File: config.mk
export PLATFORM = sky130hd
export DESIGN_NAME = wifi_descrambler
export DESIGN_NICKNAME = d
export VERILOG_FILES = /design/src/rtl/wifi_phy_pkg.sv /design/src/rtl/wifi_bit_packer.sv /design/src/rtl/wifi_descrambler.sv
export SDC_FILE = /design/constraint.sdc
export NUM_CORES = 1
export LEC_CHECK = 0
export ABC_AREA = 1
export BUFFER_PORTS_ARGS = -buffer_cell sky130_fd_sc_hd__buf_4
export CORE_UTILIZATION = 55
export CTS_CLUSTER_DIAMETER = 200
export CTS_CLUSTER_SIZE = 24
export DETAILED_ROUTE_END_ITERATION = 10
export GPL_TIMING_DRIVEN = 0
export MAX_ROUTING_LAYER = met4
export PLACE_DENSITY = 0.77
export SLEW_MARGIN = 20
export SYNTH_ARGS = -nofsm -noshare
export SYNTH_HDL_FRONTEND = slang
export SYNTH_SLANG_ARGS = --single-unit
export TNS_END_PERCENT = 5
File: constraint.sdc
create_clock -name clk -period 1.8 [get_ports clk]
set_input_delay 0.36 -clock clk [delete_from_list [all_inputs] [get_ports clk]]
set_output_delay 0.36 -clock clk [all_outputs]
set_load 0.03 [all_outputs]
File: src/rtl/wifi_phy_pkg.sv
// Shared WiFi PHY receive-side definitions: descrambler FSM encoding,
// scrambler polynomial taps and frame-field lengths.
package wifi_phy_pkg;

  localparam int unsigned SCR_LEN         = 7;
  localparam int unsigned TAP_A           = 7;
  localparam int unsigned TAP_B           = 4;
  localparam int unsigned SEED_LEN_DEF    = 7;
  localparam int unsigned SERVICE_LEN_DEF = 16;
  localparam int unsigned BYTE_W          = 8;

  typedef enum logic [2:0] {
    ST_IDLE,
    ST_SEED,
    ST_SERVICE,
    ST_DATA,
    ST_DONE
  } desc_state_e;

  // Feedback of the x^7+x^4+1 scrambler, register indexed s[7:1]
  function automatic logic scr_fb(input logic [SCR_LEN:1] s);
    return s[TAP_A] ^ s[TAP_B];
  endfunction

endpackage

File: src/rtl/wifi_bit_packer.sv
// Serial-to-byte packer: first pushed bit lands in byte_o[0]; byte_o and
// valid_o update on the edge that accepts the eighth bit.
module wifi_bit_packer
  import wifi_phy_pkg::*;
(
  input  logic              clk,
  input  logic              rst_n,
  input  logic              push_i,
  input  logic              bit_i,
  input  logic              clear_i,
  output logic              last_bit_c,
  output logic [BYTE_W-1:0] byte_o,
  output logic              valid_o
);

  localparam int unsigned POS_W = $clog2(BYTE_W);

  logic [POS_W-1:0]  pos_q;
  logic [BYTE_W-1:0] shreg_q;
  logic [BYTE_W-1:0] byte_q;
  logic              valid_q;

  always_comb begin
    last_bit_c = push_i && (pos_q == POS_W'(BYTE_W - 1));
  end

  // A push that completes a byte still emits it even when clear_i is high
  always_ff @(posedge clk or negedge rst_n) begin
    if (!rst_n) begin
      pos_q   <= '0;
      shreg_q <= '0;
      byte_q  <= '0;
      valid_q <= 1'b0;
    end else begin
      valid_q <= 1'b0;
      if (push_i) begin
        shreg_q <= {bit_i, shreg_q[BYTE_W-1:1]};
        if (last_bit_c) begin
          byte_q  <= {bit_i, shreg_q[BYTE_W-1:1]};
          valid_q <= 1'b1;
          pos_q   <= '0;
        end else begin
          pos_q <= pos_q + POS_W'(1);
        end
      end
      if (clear_i) begin
        pos_q <= '0;
      end
    end
  end

  assign byte_o  = byte_q;
  assign valid_o = valid_q;

endmodule

File: src/rtl/wifi_descrambler.sv
// 802.11 descrambler: recovers the seed from the first SERVICE bits, checks
// and strips SERVICE, then emits descrambled PSDU bytes LSB-first.
module wifi_descrambler
  import wifi_phy_pkg::*;
#(
  parameter int unsigned SERVICE_LEN = SERVICE_LEN_DEF,
  parameter int unsigned SEED_LEN    = SEED_LEN_DEF,
  parameter int unsigned CNT_W       = 12
) (
  input  logic              clk,
  input  logic              RESET,
  input  logic              enable,
  input  logic              valid_in,
  input  logic              data_in,
  input  logic              finished_in,
  output logic [BYTE_W-1:0] data_out,
  output logic              valid_out,
  output logic [SCR_LEN-1:0] seed_out,
  output logic [CNT_W-1:0]  byte_count,
  output logic              service_err,
  output logic              done
);

  localparam int unsigned BCNT_W = $clog2(SERVICE_LEN + 1);

  desc_state_e        state_q;
  logic [SCR_LEN:1]   s_q;
  logic [BCNT_W-1:0]  bcnt_q;
  logic [SCR_LEN-1:0] seed_q;
  logic [CNT_W-1:0]   cnt_q;
  logic               err_q;
  logic               done_q;

  logic fb_c;
  logic desc_c;
  logic push_c;
  logic clear_c;
  logic last_bit_c;

  always_comb begin
    fb_c    = scr_fb(s_q);
    desc_c  = data_in ^ fb_c;
    push_c  = enable && valid_in && (state_q == ST_DATA);
    clear_c = !enable || (state_q != ST_DATA) || finished_in;
  end

  // Frame FSM, scrambler register and per-frame status
  always_ff @(posedge clk or negedge RESET) begin
    if (!RESET) begin
      state_q <= ST_IDLE;
      s_q     <= '0;
      bcnt_q  <= '0;
      seed_q  <= '0;
      cnt_q   <= '0;
      err_q   <= 1'b0;
      done_q  <= 1'b0;
    end else begin
      done_q <= 1'b0;
      if (last_bit_c && (cnt_q != '1)) begin
        cnt_q <= cnt_q + CNT_W'(1);
      end
      if (!enable) begin
        state_q <= ST_IDLE;
      end else begin
        unique case (state_q)
          ST_IDLE: begin
            if (valid_in) begin
              cnt_q   <= '0;
              err_q   <= 1'b0;
              seed_q  <= '0;
              s_q     <= {s_q[SCR_LEN-1:1], data_in};
              bcnt_q  <= BCNT_W'(1);
              state_q <= ST_SEED;
            end
          end
          ST_SEED: begin
            if (valid_in) begin
              s_q    <= {s_q[SCR_LEN-1:1], data_in};
              bcnt_q <= bcnt_q + BCNT_W'(1);
              if (bcnt_q == BCNT_W'(SEED_LEN - 1)) begin
                seed_q  <= {s_q[SCR_LEN-1:1], data_in};
                state_q <= ST_SERVICE;
              end
            end
            if (finished_in) begin
              state_q <= ST_DONE;
              done_q  <= 1'b1;
            end
          end
          ST_SERVICE: begin
            if (valid_in) begin
              s_q    <= {s_q[SCR_LEN-1:1], fb_c};
              bcnt_q <= bcnt_q + BCNT_W'(1);
              if (desc_c) begin
                err_q <= 1'b1;
              end
              if (bcnt_q == BCNT_W'(SERVICE_LEN - 1)) begin
                state_q <= ST_DATA;
              end
            end
            if (finished_in) begin
              state_q <= ST_DONE;
              done_q  <= 1'b1;
            end
          end
          ST_DATA: begin
            if (valid_in) begin
              s_q <= {s_q[SCR_LEN-1:1], fb_c};
            end
            if (finished_in) begin
              state_q <= ST_DONE;
              done_q  <= 1'b1;
            end
          end
          ST_DONE: begin
            state_q <= ST_IDLE;
          end
          default: begin
            state_q <= ST_IDLE;
          end
        endcase
      end
    end
  end

  wifi_bit_packer u_packer (
    .clk        (clk),
    .rst_n      (RESET),
    .push_i     (push_c),
    .bit_i      (desc_c),
    .clear_i    (clear_c),
    .last_bit_c (last_bit_c),
    .byte_o     (data_out),
    .valid_o    (valid_out)
  );

  assign seed_out    = seed_q;
  assign byte_count  = cnt_q;
  assign service_err = err_q;
  assign done        = done_q;

endmodule

==> results.rst, run 1 <==
.. list-table::
   :header-rows: 1

   * - Metric
     - Value
   * - Outcome
     - finished clean
   * - Syn Nets
     - 345
   * - NumNets Final
     - 387
   * - Maximum clock path buffer count
     - 2
   * - Total Power Consumption
     - ~3.3 mW
   * - Number of buffer cells added on primary ports
     - 35
   * - Startpoint of the worst register-to-register path
     - byte_count[0]
   * - Die outline area
     - 5233 µm²
   * - Number of enable flip-flop cells after synthesis
     - 0
   * - Setup repair after global routing missed its margin
     - false
   * - Antenna Violating Nets Remaining
     - 0
   * - Area of all placed cells without fillers
     - about 3200 µm²
   * - Per-instance average area after synthesis
     - 8.172 µm²
   * - DRC Markers
     - 0
   * - Cell breakdown of the critical path
     - ha_1, nand2_1, nor2_2, nand3_4, nand2_4, inv_2, nor2_1, nor2_1
   * - Category of the worst setup path capture point
     - flip-flop
   * - Die H
     - 72.34 µm
   * - Warnings from Yosys
     - 0
   * - Fillcell total
     - approximately 410
   * - Fraction of final layout cells with drive strength greater than 1
     - 16.80%
   * - Most used DFF post-synth
     - sky130_fd_sc_hd__dfrtp_1
   * - Startpoint type of the worst setup path
     - flip-flop
   * - Number of vias after detailed routing
     - ~2200
   * - Wire length of the first global-routing pass
     - 8887 µm
   * - Final Critical Period
     - roughly 1.6 ns
   * - Post-Route WL
     - 5078 µm
   * - # Max-Cap Violations
     - 0
   * - GRT Total Usage
     - 22.67%
   * - First-iteration detailed-routing DRC count
     - 131
   * - Clock tree from TritonCTS
     - built
   * - Setup repair bufs after CTS
     - 0
   * - Worst R2R Setup Slack
     - 0.16 ns
   * - Final worst clock skew
     - 0.008754 ns
   * - Register area share after synthesis
     - 50.57%
   * - Most common cell in the netlist
     - sky130_fd_sc_hd__nand2_1
   * - Final Instance Count excl. Fillers
     - 442
   * - Count of H-tree levels built during CTS
     - 2
   * - Distinct cells, synth
     - 31
   * - RePlAce Congestion
     - 0.8718
   * - Setup TNS
     - 0 ns
   * - Number of search-and-repair iterations in the first detailed-routing pass
     - 4
   * - Gate family responsible for the most delay along the worst path
     - simple AND/OR/NAND/NOR gates
   * - FF-to-FF path depth
     - 8
   * - Placed cells
     - approximately 440
   * - Max-slew violation count
     - 0
   * - Async S/R FF share, synth
     - 100.0%
   * - Leakage component of the power
     - approximately 1.6 nW
   * - #FFs+latches synth
     - 55
   * - CP max-delay cell
     - sky130_fd_sc_hd__dfrtp_1
   * - Final HPWL DP
     - about 3600 µm
   * - Via count of the first global-routing pass
     - roughly 2000
   * - Placement Setup Slack
     - 0.07448 ns
   * - Mean routed wirelength per cell
     - around 11 µm
   * - Critical path startpoint
     - byte_count[0]
   * - CTS buffer count
     - 5
   * - Slew margin rel.
     - 55.45%
   * - Initial antenna violation count
     - 0
   * - Total core area
     - 4755 µm²
   * - Area of the mapped netlist
     - 2721 µm²
   * - Delay of the slowest cell on the worst path
     - about 0.42 ns
   * - Transition time at the pin with the least slew margin
     - around 0.67 ns
   * - Library cell used as clock root buffer
     - sky130_fd_sc_hd__clkbuf_8
   * - Area share of the largest cell type after synthesis
     - 50.57%
   * - Worst vdd ir
     - 0.5816 mV
   * - Classification of the worst setup path
     - reg -> reg
   * - Horiz. Die Dim
     - roughly 72 µm
   * - Final cycle utilization of the critical path
     - 91.37%
   * - Total congestion overflow
     - 0
   * - Final hold viol count
     - 0
   * - Max Clk Rate
     - roughly 0.61 GHz
   * - Final worst-path setup slack
     - 0.1553 ns
   * - Placement Cell Area
     - 3068 µm²
   * - Reg2Reg Capture Point
     - byte_count[0]
   * - Sink count of the clock tree
     - 55
   * - CP max FO
     - 8
   * - Number of antenna diodes
     - 0
   * - Worst path bufs/invs
     - 1
   * - Endpoints failing setup
     - 0
   * - Cells taking the most area after synthesis
     - sky130_fd_sc_hd__dfrtp_1, sky130_fd_sc_hd__nand2_1, sky130_fd_sc_hd__inv_1, sky130_fd_sc_hd__o21ai_0, sky130_fd_sc_hd__nor2_1
   * - Final-layout worst hold slack
     - 0.07990 ns
   * - Most common cell type on the critical path
     - sky130_fd_sc_hd__nor2_1
   * - Signed area change from the synthesized netlist to the final layout
     - 16.97%
   * - Number of rows in the core area
     - 25
   * - Final core utilization
     - between 60% and 70%
   * - Cell count after synthesis
     - 333
   * - Synth top cells by count
     - sky130_fd_sc_hd__nand2_1, sky130_fd_sc_hd__dfrtp_1, sky130_fd_sc_hd__inv_1
   * - WP data arrival
     - around 1.9 ns
   * - Hold crit path type
     - in -> async
   * - Cell type contributing the most total cell area after synthesis
     - sky130_fd_sc_hd__dfrtp_1
   * - Register clock-pin slew on the reported worst setup and hold paths
     - 0.09 ns
   * - I/O pins
     - 36
   * - Pin count of the biggest net entering global routing
     - between 50 and 60
   * - Initial core utilization
     - a little under three fifths
   * - Clock insertion delay at the later pin of the skew report
     - 0.31 ns
   * - Power density of the placed cells
     - 1032 nW/µm²
   * - CP required
     - around 2.0 ns
   * - Vias per inst
     - just over 5
routing by layer:
layer,GRT usage (%),vias up,routed length [µm]
met5,-,-,0
met4,8.497,0,69
met3,3.889,7,184
met2,33.96,44,2349
met1,31.09,1033,2474
li1,-,1142,-
cells by family after synthesis:
group	after synthesis	share of synthesized area [%]
compound gates	58	12.51
xor+xnor	3	0.9657
fa+ha+maj	6	2.759
buf+inv	57	8.552
flops	55	50.57
simple gates	154	24.64
layout by cell type, fill, tap and decap left out, types with 2 or more instances in the layout:
| cell type | count |
|---|---|
| sky130_fd_sc_hd__a211oi_1 | 2 |
| sky130_fd_sc_hd__a21oi_1 | 11 |
| sky130_fd_sc_hd__buf_2 | 2 |
| sky130_fd_sc_hd__buf_4 | 36 |
| sky130_fd_sc_hd__clkbuf_1 | 4 |
| sky130_fd_sc_hd__clkbuf_8 | 5 |
| sky130_fd_sc_hd__dfrtp_1 | 55 |
| sky130_fd_sc_hd__ha_1 | 6 |
| sky130_fd_sc_hd__inv_1 | 46 |
| sky130_fd_sc_hd__inv_2 | 3 |
| sky130_fd_sc_hd__nand2_1 | 84 |
| sky130_fd_sc_hd__nand3_1 | 20 |
| sky130_fd_sc_hd__nand3_2 | 3 |
| sky130_fd_sc_hd__nand3_4 | 2 |
| sky130_fd_sc_hd__nand3b_1 | 2 |
| sky130_fd_sc_hd__nor2_1 | 36 |
| sky130_fd_sc_hd__nor2_2 | 2 |
| sky130_fd_sc_hd__o21ai_0 | 29 |
| sky130_fd_sc_hd__o21ai_1 | 5 |
| sky130_fd_sc_hd__o22ai_1 | 2 |
| sky130_fd_sc_hd__o31ai_1 | 4 |
| sky130_fd_sc_hd__o31ai_2 | 3 |
| sky130_fd_sc_hd__xor2_1 | 2 |
worst max-delay path by stage:
stage / to / slack, ns / cells after the start
2_1_floorplan: byte_count[0] / 0.12 / 8
3_3_place_gp: byte_count[1] / 0.14 / 8
3_5_place_dp: byte_count[0] / 0.07 / 8
4_1_cts: byte_count[0] / 0.06 / 8
5_1_grt: u_packer.byte_o[3] / 0.03 / 5
6_report: byte_count[0] / 0.16 / 8
area by class of cell:
class / count / area (µm²) / area share (%)
clock inverter: 1 / 30.03 / 0.9434
inverter: 50 / 188.9 / 5.936
buffer: 7 / 43.79 / 1.376
timing repair buffer: 35 / 262.8 / 8.255
sequential: 55 / 1376 / 43.24
tap: 67 / 83.83 / 2.634
clock buffer: 6 / 72.57 / 2.280
multi-input combinational: 221 / 1125 / 35.34
where the power goes:
group | leakage [nW] | switching [mW] | total, mW | internal [mW]
logic | 0.754 | 0.619 | 0.935 | 0.315
clock network | 0.0513 | 0.377 | 0.786 | 0.408
registers | 0.747 | 0.134 | 1.56 | 1.43
sequential cells by signal, summed over array words and instances (netlist names):
signal / flops
bcnt_q: 5
byte_count: 12
done: 1
s_q: 7
seed_out: 7
service_err: 1
state_q: 3
u_packer.byte_o: 8
u_packer.pos_q: 3
u_packer.shreg_q: 7
u_packer.valid_o: 1
repair_timing:
item / in CTS / in global routing
hold buffers: 0 / 0
setup endpoints to repair: 0 / 2
resized for setup: 0 / 2
Note: power is estimated with default switching activity, not from simulation.
==> inputs of run 2 (changes only) <==
CORE_MARGIN = 4   (was unset)
PLACE_DENSITY = 0.76   (was 0.77)
SYNTH_HIERARCHICAL = 1   (was unset)
TNS_END_PERCENT = 30   (was 5)
==> run 2 against run 1 <==
  * Worst hold slack got worse by 0.013 ns
  * Largest power group unchanged
  * Core utilization rose by 2.5 points
  * Clock power fell by 8.5%
  * Via count rose by 4.9%
  * First-iteration DRC count fell by 28%
  * Non-clock buffer count rose by 9
  * Routed wire length rose by 10%
  * Final cell count rose by 4.8%
==> results.rst, run 2 <==
.. list-table::
   :header-rows: 1

   * - Metric
     - Value
   * - Outcome
     - finished clean
   * - Reg2Reg Capture Point
     - byte_count[6]
   * - Worst vdd ir
     - 0.6538 mV (+12%)
   * - Number of antenna diodes
     - 0 (unchanged)
   * - Final cycle utilization of the critical path
     - 93.12% (+1.7 points)
   * - Hold crit path type
     - in -> async
   * - Signed area change from the synthesized netlist to the final layout
     - 19.03%
   * - Adder-cell area share of the yosys netlist
     - 2.637% (-0.12 points)
   * - FF-to-FF path depth
     - 10 (+2)
   * - Total core area
     - 4880 µm² (+2.6%)
   * - Worst path bufs/invs
     - 4 (+3)
   * - Main combinational cell family by area after synthesis
     - simple AND/OR/NAND/NOR gates
   * - Transition time at the pin with the least slew margin
     - 0.6834 ns (+0.01508 ns)
   * - Number of vias after detailed routing
     - 2335 (+4.9%)
   * - Register area share after synthesis
     - 48.35% (-2.2 points)
   * - Pin count of the biggest net entering global routing
     - 56 (unchanged)
   * - Max-slew violation count
     - 0 (unchanged)
   * - Fraction of the mapped netlist area in simple logic gates
     - 27.87% (+3.2 points)
   * - Startpoint of the worst register-to-register path
     - u_packer/pos_q[0]
   * - Setup TNS
     - 0 ns (unchanged)
   * - CP max-delay cell
     - sky130_fd_sc_hd__dfrtp_1
   * - Via count of the first global-routing pass
     - 2184 (+7.2%)
   * - Async S/R FF share, synth
     - 100.0% (unchanged)
   * - Final worst clock skew
     - 0.006058 ns (-0.002696 ns)
   * - Final-layout worst hold slack
     - 0.06671 ns (-0.01319 ns)
   * - Number of rows in the core area
     - 25 (unchanged)
   * - Final hold viol count
     - 0 (unchanged)
   * - Distinct cells, synth
     - 33 (+6.5%)
   * - #FFs+latches synth
     - 55 (unchanged)
   * - Vias per inst
     - 5.043 (+0.14%)
   * - Endpoints failing setup
     - 0 (unchanged)
   * - Cell type contributing the most total cell area after synthesis
     - sky130_fd_sc_hd__dfrtp_1
   * - Warnings from Yosys
     - 6 (+6)
   * - Library cell used as clock root buffer
     - sky130_fd_sc_hd__clkbuf_8
   * - Top layer reached by signal wires
     - met4
   * - I/O pins
     - 36 (unchanged)
   * - # Max-Cap Violations
     - 0 (unchanged)
   * - Placed cells
     - 447 (+2.8%)
   * - Final Instance Count excl. Fillers
     - 463 (+4.8%)
   * - Clock tree from TritonCTS
     - built
   * - Number of enable flip-flop cells after synthesis
     - 0 (unchanged)
   * - Number of buffer cells added on primary ports
     - 35 (unchanged)
   * - WP data arrival
     - 1.89 ns (+0.04 ns)
   * - Final HPWL DP
     - 3999 µm (+10%)
   * - Cells taking the most area after synthesis
     - sky130_fd_sc_hd__dfrtp_1, sky130_fd_sc_hd__nand2_1, sky130_fd_sc_hd__inv_1, sky130_fd_sc_hd__nor2_1, sky130_fd_sc_hd__nand3_1
   * - Mean routed wirelength per cell
     - 12.06 µm (+5.0%)
   * - Final worst-path setup slack
     - 0.1239 ns (-0.03138 ns)
   * - Most used DFF post-synth
     - sky130_fd_sc_hd__dfrtp_1
   * - RePlAce Congestion
     - 0.8968 (+2.9%)
   * - Leakage component of the power
     - 1.756 nW (+13%)
   * - Most common cell in the netlist
     - sky130_fd_sc_hd__nand2_1
   * - Maximum clock path buffer count
     - 2 (unchanged)
   * - Total congestion overflow
     - 0 (unchanged)
   * - GRT Total Usage
     - 19.48% (-3.2 points)
   * - Cell count after synthesis
     - 345 (+3.6%)
   * - Startpoint type of the worst setup path
     - flip-flop
   * - Slew margin rel.
     - 54.44% (-1.0 points)
   * - Classification of the worst setup path
     - reg -> reg
   * - Per-instance average area after synthesis
     - 8.251 µm² (+0.96%)
   * - Die outline area
     - 6390 µm² (+22%)
   * - DRC Markers
     - 0 (unchanged)
   * - Met3 layer wire length in the routed design
     - 184 µm (unchanged)
   * - Synth top cells by count
     - sky130_fd_sc_hd__nand2_1, sky130_fd_sc_hd__dfrtp_1, sky130_fd_sc_hd__inv_1
   * - Horiz. Die Dim
     - 79.94 µm (+11%)
   * - Commonest non-fill, non-tap cell in the layout
     - sky130_fd_sc_hd__nand2_1
   * - Routed metal-1 wirelength
     - 2592 µm (+4.8%)
   * - Most common cell type on the critical path
     - sky130_fd_sc_hd__ha_1
   * - Setup repair after global routing missed its margin
     - false
   * - Sink count of the clock tree
     - 55 (unchanged)
   * - Antenna Violating Nets Remaining
     - 0 (unchanged)
   * - Worst R2R Setup Slack
     - 0.12 ns (-0.03 ns)
   * - NumNets Final
     - 407 (+5.2%)
   * - Gate family responsible for the most delay along the worst path
     - adder cells
   * - Fraction of final layout cells with drive strength greater than 1
     - 22.98% (+6.2 points)
   * - Delay of the slowest cell on the worst path
     - 0.41 ns (about the same)
   * - Register clock-pin slew on the reported worst setup and hold paths
     - 0.10 ns (about the same)
   * - First-iteration detailed-routing DRC count
     - 94 (-28%)
   * - Number of search-and-repair iterations in the first detailed-routing pass
     - 4 (unchanged)
   * - Post-synthesis mux area share
     - 0% (unchanged)
   * - Category of the worst setup path capture point
     - flip-flop
   * - Initial core utilization
     - 58.33% (+1.1 points)
   * - Final Critical Period
     - 1.676 ns (+0.03138 ns)
   * - Post-synthesis compound-gate area fraction
     - 9.802% (-2.7 points)
   * - CP max FO
     - 9 (+1)
   * - Cell breakdown of the critical path
     - ha_1, ha_1, nand2_8, inv_8, inv_4, nor3_4, buf_6, buf_4, a21oi_1, nor2_1
   * - Power density of the placed cells
     - 994.1 nW/µm² (-3.6%)
   * - Hold buffer count at cts
     - 0 (unchanged)
   * - CP required
     - 2.02 ns (+0.02 ns)
   * - Initial antenna violation count
     - 0 (unchanged)
   * - Wire length of the first global-routing pass
     - 9446 µm (+6.3%)
   * - Die H
     - 79.94 µm (+11%)
   * - Max reg flops
     - 12 (unchanged)
   * - Area share of the largest cell type after synthesis
     - 48.35% (-2.2 points)
   * - Clock insertion delay at the later pin of the skew report
     - 0.32 ns (about the same)
   * - Syn Nets
     - 357 (+3.5%)
   * - Max Clk Rate
     - 0.5966 GHz (-1.9%)
   * - CTS buffer count
     - 5 (unchanged)
   * - Met2 Routed Length
     - 2737 µm (+17%)
   * - Area of the mapped netlist
     - 2846 µm² (+4.6%)
   * - Count of H-tree levels built during CTS
     - 2 (unchanged)
   * - Post-Route WL
     - 5585 µm (+10%)
   * - Xor-xnor portion of the synthesized cell area
     - 0.9231% (-0.042 points)
   * - Placement Setup Slack
     - -0.3109 ns (-0.3854 ns)
   * - Most frequent cells in the layout
     - sky130_fd_sc_hd__nand2_1, sky130_fd_sc_hd__dfrtp_1, sky130_fd_sc_hd__inv_1, sky130_fd_sc_hd__buf_4, sky130_fd_sc_hd__nor2_1
[run 2: kinds of logic (layout without fill, tap and decap cells)]
kind of cell,after synthesis,after routing
AO/OA/AOI/OAI,46,46
XOR/XNOR,3,3
adder cells (fa/ha/maj),6,6
buffers and inverters,63,114
flip-flops,55,55
AND/OR/NAND/NOR,172,172
[run 2: per-stage QoR]
step / util (%) / power, mW / instance area (µm²)
floorplan: - / 2.336 / 2873
global placement: 65.97 / 2.617 / 3219
detailed placement: 65.97 / 2.645 / 3219
CTS: 68.87 / 3.386 / 3361
global route: 69.44 / 3.607 / 3388
finish: 69.44 / 3.368 / 3388
[run 2: timing repair]
item | CTS | global route
setup buffers | 5 | 5
pin swaps | 3 | 4
setup endpoints to repair | 8 | 7
resized for setup | 6 | 2
[run 2: layout make-up]
class                   count  area (µm²)
plain buffers               6       82.58
clock buffers               5       68.82
clock inverters             3       28.78
fillers                   428        1491
inverters                  55       216.5
multi-input cells         227        1189
flip-flops and latches     55        1378
well taps                  67       83.83
repair buffers             45       341.6
[run 2: layer usage]
metal | vias to the layer above | global-route usage (%)
met5 | - | -
met4 | 0 | 6.757
met3 | 6 | 4.740
met2 | 40 | 31.29
met1 | 1103 | 24.09
li1 | 1186 | -
[run 2: report_power, final]
part	total, mW	internal, mW	switching [mW]
logic	1.02	0.357	0.664
registers	1.63	1.47	0.159
clock network	0.719	0.289	0.430
[run 2: how the worst max path moves through the flow]
stage | startpoint | to | depth (start not counted)
2_1_floorplan | state_q[2] | byte_count[10] | 13
3_3_place_gp | state_q[2] | byte_count[10] | 13
3_5_place_dp | state_q[2] | byte_count[10] | 13
4_1_cts | state_q[2] | byte_count[10] | 12
5_1_grt | state_q[1] | byte_count[8] | 11
6_report | u_packer/pos_q[0] | byte_count[6] | 10
[run 2: worst register-to-register path, stage by stage (launching register included)]
cell                      delay, ns
sky130_fd_sc_hd__dfrtp_1       0.41
sky130_fd_sc_hd__ha_1          0.21
sky130_fd_sc_hd__ha_1          0.24
sky130_fd_sc_hd__nand2_8       0.15
sky130_fd_sc_hd__inv_8         0.04
sky130_fd_sc_hd__inv_4         0.06
sky130_fd_sc_hd__nor3_4        0.04
sky130_fd_sc_hd__buf_6         0.12
sky130_fd_sc_hd__buf_4         0.12
sky130_fd_sc_hd__a21oi_1       0.13
sky130_fd_sc_hd__nor2_1        0.06
==> inputs of run 3 (changes only) <==
CORE_UTILIZATION = 52   (was 55)
clock period = 1.5 ns   (was 1.8 ns; I/O delays follow)
==> run 3 against run 2 <==
  * The flow now finishes with violations (setup timing)
  * Clock skew barely moved
  * Highest routed layer unchanged
  * Worst hold slack worse by 0.030 ns
  * Count of clock-buffer cells in the layout is 1 higher
==> results.rst, run 3 (synthesized netlist as in run 2, its figures left out) <==
.. list-table::
   :header-rows: 1

   * - Metric
     - Value
   * - Hold buffer count at cts
     - 0 (unchanged)
   * - Register clock-pin slew on the reported worst setup and hold paths
     - 0.10 ns (about the same)
   * - Number of search-and-repair iterations in the first detailed-routing pass
     - 4 (unchanged)
   * - DRC Markers
     - 0 (unchanged)
   * - Slew margin rel.
     - 54.90% (+0.46 points)
   * - Via count of the first global-routing pass
     - 2402 (+10%)
   * - Fraction of final layout cells with drive strength greater than 1
     - 32.85% (+9.9 points)
   * - Post-Route WL
     - 6508 µm (+17%)
   * - Startpoint type of the worst setup path
     - flip-flop
   * - Die H
     - 81.99 µm (+2.6%)
   * - Clock tree from TritonCTS
     - built
   * - I/O pins
     - 36 (unchanged)
   * - Reg2Reg Capture Point
     - byte_count[8]
   * - Final core utilization
     - 72.19% (+2.8 points)
   * - Mean routed wirelength per cell
     - 13.45 µm (+11%)
   * - Pin count of the biggest net entering global routing
     - 56 (unchanged)
   * - Max reg flops
     - 12 (unchanged)
   * - Worst R2R Setup Slack
     - -0.09 ns (-0.22 ns)
   * - Final Instance Count excl. Fillers
     - 484 (+4.5%)
   * - Cell breakdown of the critical path
     - inv_2, nand3_4, buf_8, nor2_4, buf_6, nand2_8, inv_8, inv_4, nor3_4, nand2_2, o21bai_1, inv_1, nor2_1
   * - Violations in the final reports
     - setup timing
   * - Die outline area
     - 6722 µm² (+5.2%)
   * - Horiz. Die Dim
     - 81.99 µm (+2.6%)
   * - Final cycle utilization of the critical path
     - 106.3% (+13 points)
   * - Setup repair after global routing missed its margin
     - true
   * - CP max FO
     - 3 (-6)
   * - Maximum clock path buffer count
     - 2 (unchanged)
   * - Final hold viol count
     - 0 (unchanged)
   * - CP required
     - 1.74 ns (-0.28 ns)
   * - Library cell used as clock root buffer
     - sky130_fd_sc_hd__clkbuf_8
   * - Outcome
     - finished with violations
   * - Total congestion overflow
     - 0 (unchanged)
   * - Initial core utilization
     - 54.69% (-3.6 points)
   * - Hold crit path type
     - in -> async
   * - Worst vdd ir
     - 0.9635 mV (+47%)
   * - Signed area change from the synthesized netlist to the final layout
     - 32.00%
   * - Number of antenna diodes
     - 0 (unchanged)
   * - RePlAce Congestion
     - 0.8184 (-8.7%)
   * - Max Clk Rate
     - 0.6271 GHz (+5.1%)
   * - Number of rows in the core area
     - 26 (+4.0%)
   * - Max-slew violation count
     - 0 (unchanged)
   * - First-iteration detailed-routing DRC count
     - 172 (+83%)
   * - Final-layout worst hold slack
     - 0.03640 ns (-0.03030 ns)
   * - Total core area
     - 5205 µm² (+6.7%)
   * - Final HPWL DP
     - 4102 µm (+2.6%)
   * - Wire length of the first global-routing pass
     - 10300 µm (+9.1%)
   * - Initial antenna violation count
     - 0 (unchanged)
   * - CTS buffer count
     - 5 (unchanged)
   * - Transition time at the pin with the least slew margin
     - 0.6765 ns (-0.006888 ns)
   * - Classification of the worst setup path
     - reg -> reg
   * - Placed cells
     - 450 (+0.67%)
   * - FF-to-FF path depth
     - 13 (+3)
   * - Endpoints failing setup
     - 14 (+14)
   * - Number of vias after detailed routing
     - 2490 (+6.6%)
   * - Number of buffer cells added on primary ports
     - 35 (unchanged)
   * - Final Critical Period
     - 1.595 ns (-0.08147 ns)
   * - Delay of the slowest cell on the worst path
     - 0.40 ns (about the same)
   * - GRT Total Usage
     - 20.25% (+0.77 points)
   * - Final worst-path setup slack
     - -0.09463 ns (-0.2185 ns)
   * - Leakage component of the power
     - 1.886 nW (+7.4%)
   * - Count of H-tree levels built during CTS
     - 2 (unchanged)
   * - Most frequent cells in the layout
     - sky130_fd_sc_hd__nand2_1, sky130_fd_sc_hd__buf_4, sky130_fd_sc_hd__dfrtp_1, sky130_fd_sc_hd__inv_1, sky130_fd_sc_hd__nor2_1
   * - Antenna Violating Nets Remaining
     - 0 (unchanged)
   * - Power density of the placed cells
     - 1228 nW/µm² (+24%)
   * - Final worst clock skew
     - 0.005901 ns (-0.0001572 ns)
   * - CP max-delay cell
     - sky130_fd_sc_hd__dfrtp_1
   * - Category of the worst setup path capture point
     - flip-flop
   * - Commonest non-fill, non-tap cell in the layout
     - sky130_fd_sc_hd__nand2_1
   * - # Max-Cap Violations
     - 0 (unchanged)
   * - Startpoint of the worst register-to-register path
     - state_q[2]
   * - Vias per inst
     - 5.145 (+2.0%)
   * - NumNets Final
     - 425 (+4.4%)
   * - Clock insertion delay at the later pin of the skew report
     - 0.30 ns (-0.02 ns)
   * - Sink count of the clock tree
     - 55 (unchanged)
   * - WP data arrival
     - 1.84 ns (-0.05 ns)
[run 3: cell types whose count changed in the layout (fill, tap and decap cells not counted), sizes merged]
cell	delta
buf	+18
clkinv	-1
inv	-2
bufinv	+1
clkbuf	+1
clkinvlp	+1
[run 3: critical path, delay by kind of cell, from the launching register on]
| family | cells | cell delay [ns] |
|---|---|---|
| and+or+nand+nor | 6 | 0.54 |
| buffers and inverters | 6 | 0.47 |
| AOI/OAI and AO/OA | 1 | 0.13 |
| DFF | 1 | 0.40 |
[run 3: where the power goes]
group	switching, mW	internal, mW	total [mW]
logic	1.01	0.638	1.65
registers	0.184	1.77	1.95
clock network	0.473	0.541	1.01
[run 3: cell type report]
class | count | area (µm²)
clock buffers | 6 | 82.58
flip-flops and latches | 55 | 1379
plain buffers | 7 | 93.84
clock inverters | 2 | 35.03
repair buffers | 62 | 504.2
fillers | 384 | 1448
well taps | 70 | 87.58
multi-input cells | 227 | 1353
inverters | 55 | 222.7
[run 3: worst max path at each step]
stage,slack (ns),from,end
after floorplan,-0.35,state_q[2],byte_count[10]
after global placement,-0.57,state_q[2],byte_count[10]
after detailed placement,-0.61,state_q[2],byte_count[10]
after CTS,-0.15,state_q[2],byte_count[8]
after global routing,-0.21,state_q[2],byte_count[10]
final,-0.09,state_q[2],byte_count[8]
[run 3: what timing repair did]
action                                  4_1_cts  5_1_grt
buffers inserted                             15       14
endpoints found under the setup margin       27       39
gates cloned                                  1        1
gates resized for setup                      13       48
hold endpoints to repair                      0        0
pin swaps                                     6       17
[run 3: per-layer routing]
layer | vias up | global-route usage (%) | wire, µm
li1 | 1229 | - | -
met1 | 1200 | 23.63 | 2812
met2 | 49 | 33.52 | 3323
met3 | 12 | 4.496 | 258
met4 | 0 | 8.804 | 113
met5 | - | - | 0
[run 3: metrics by stage]
step	setup slack (ns)	power, mW	TNS (ns)	area [µm²]
floorplan	-0.3521	2.803	-1.902	2873
global placement	-0.5695	3.135	-4.029	3223
detailed placement	-0.6136	3.178	-4.781	3223
CTS	-0.1493	4.283	-2.649	3477
global route	-0.2056	4.890	-2.329	3757
finish	-0.09463	4.613	-0.7150	3757
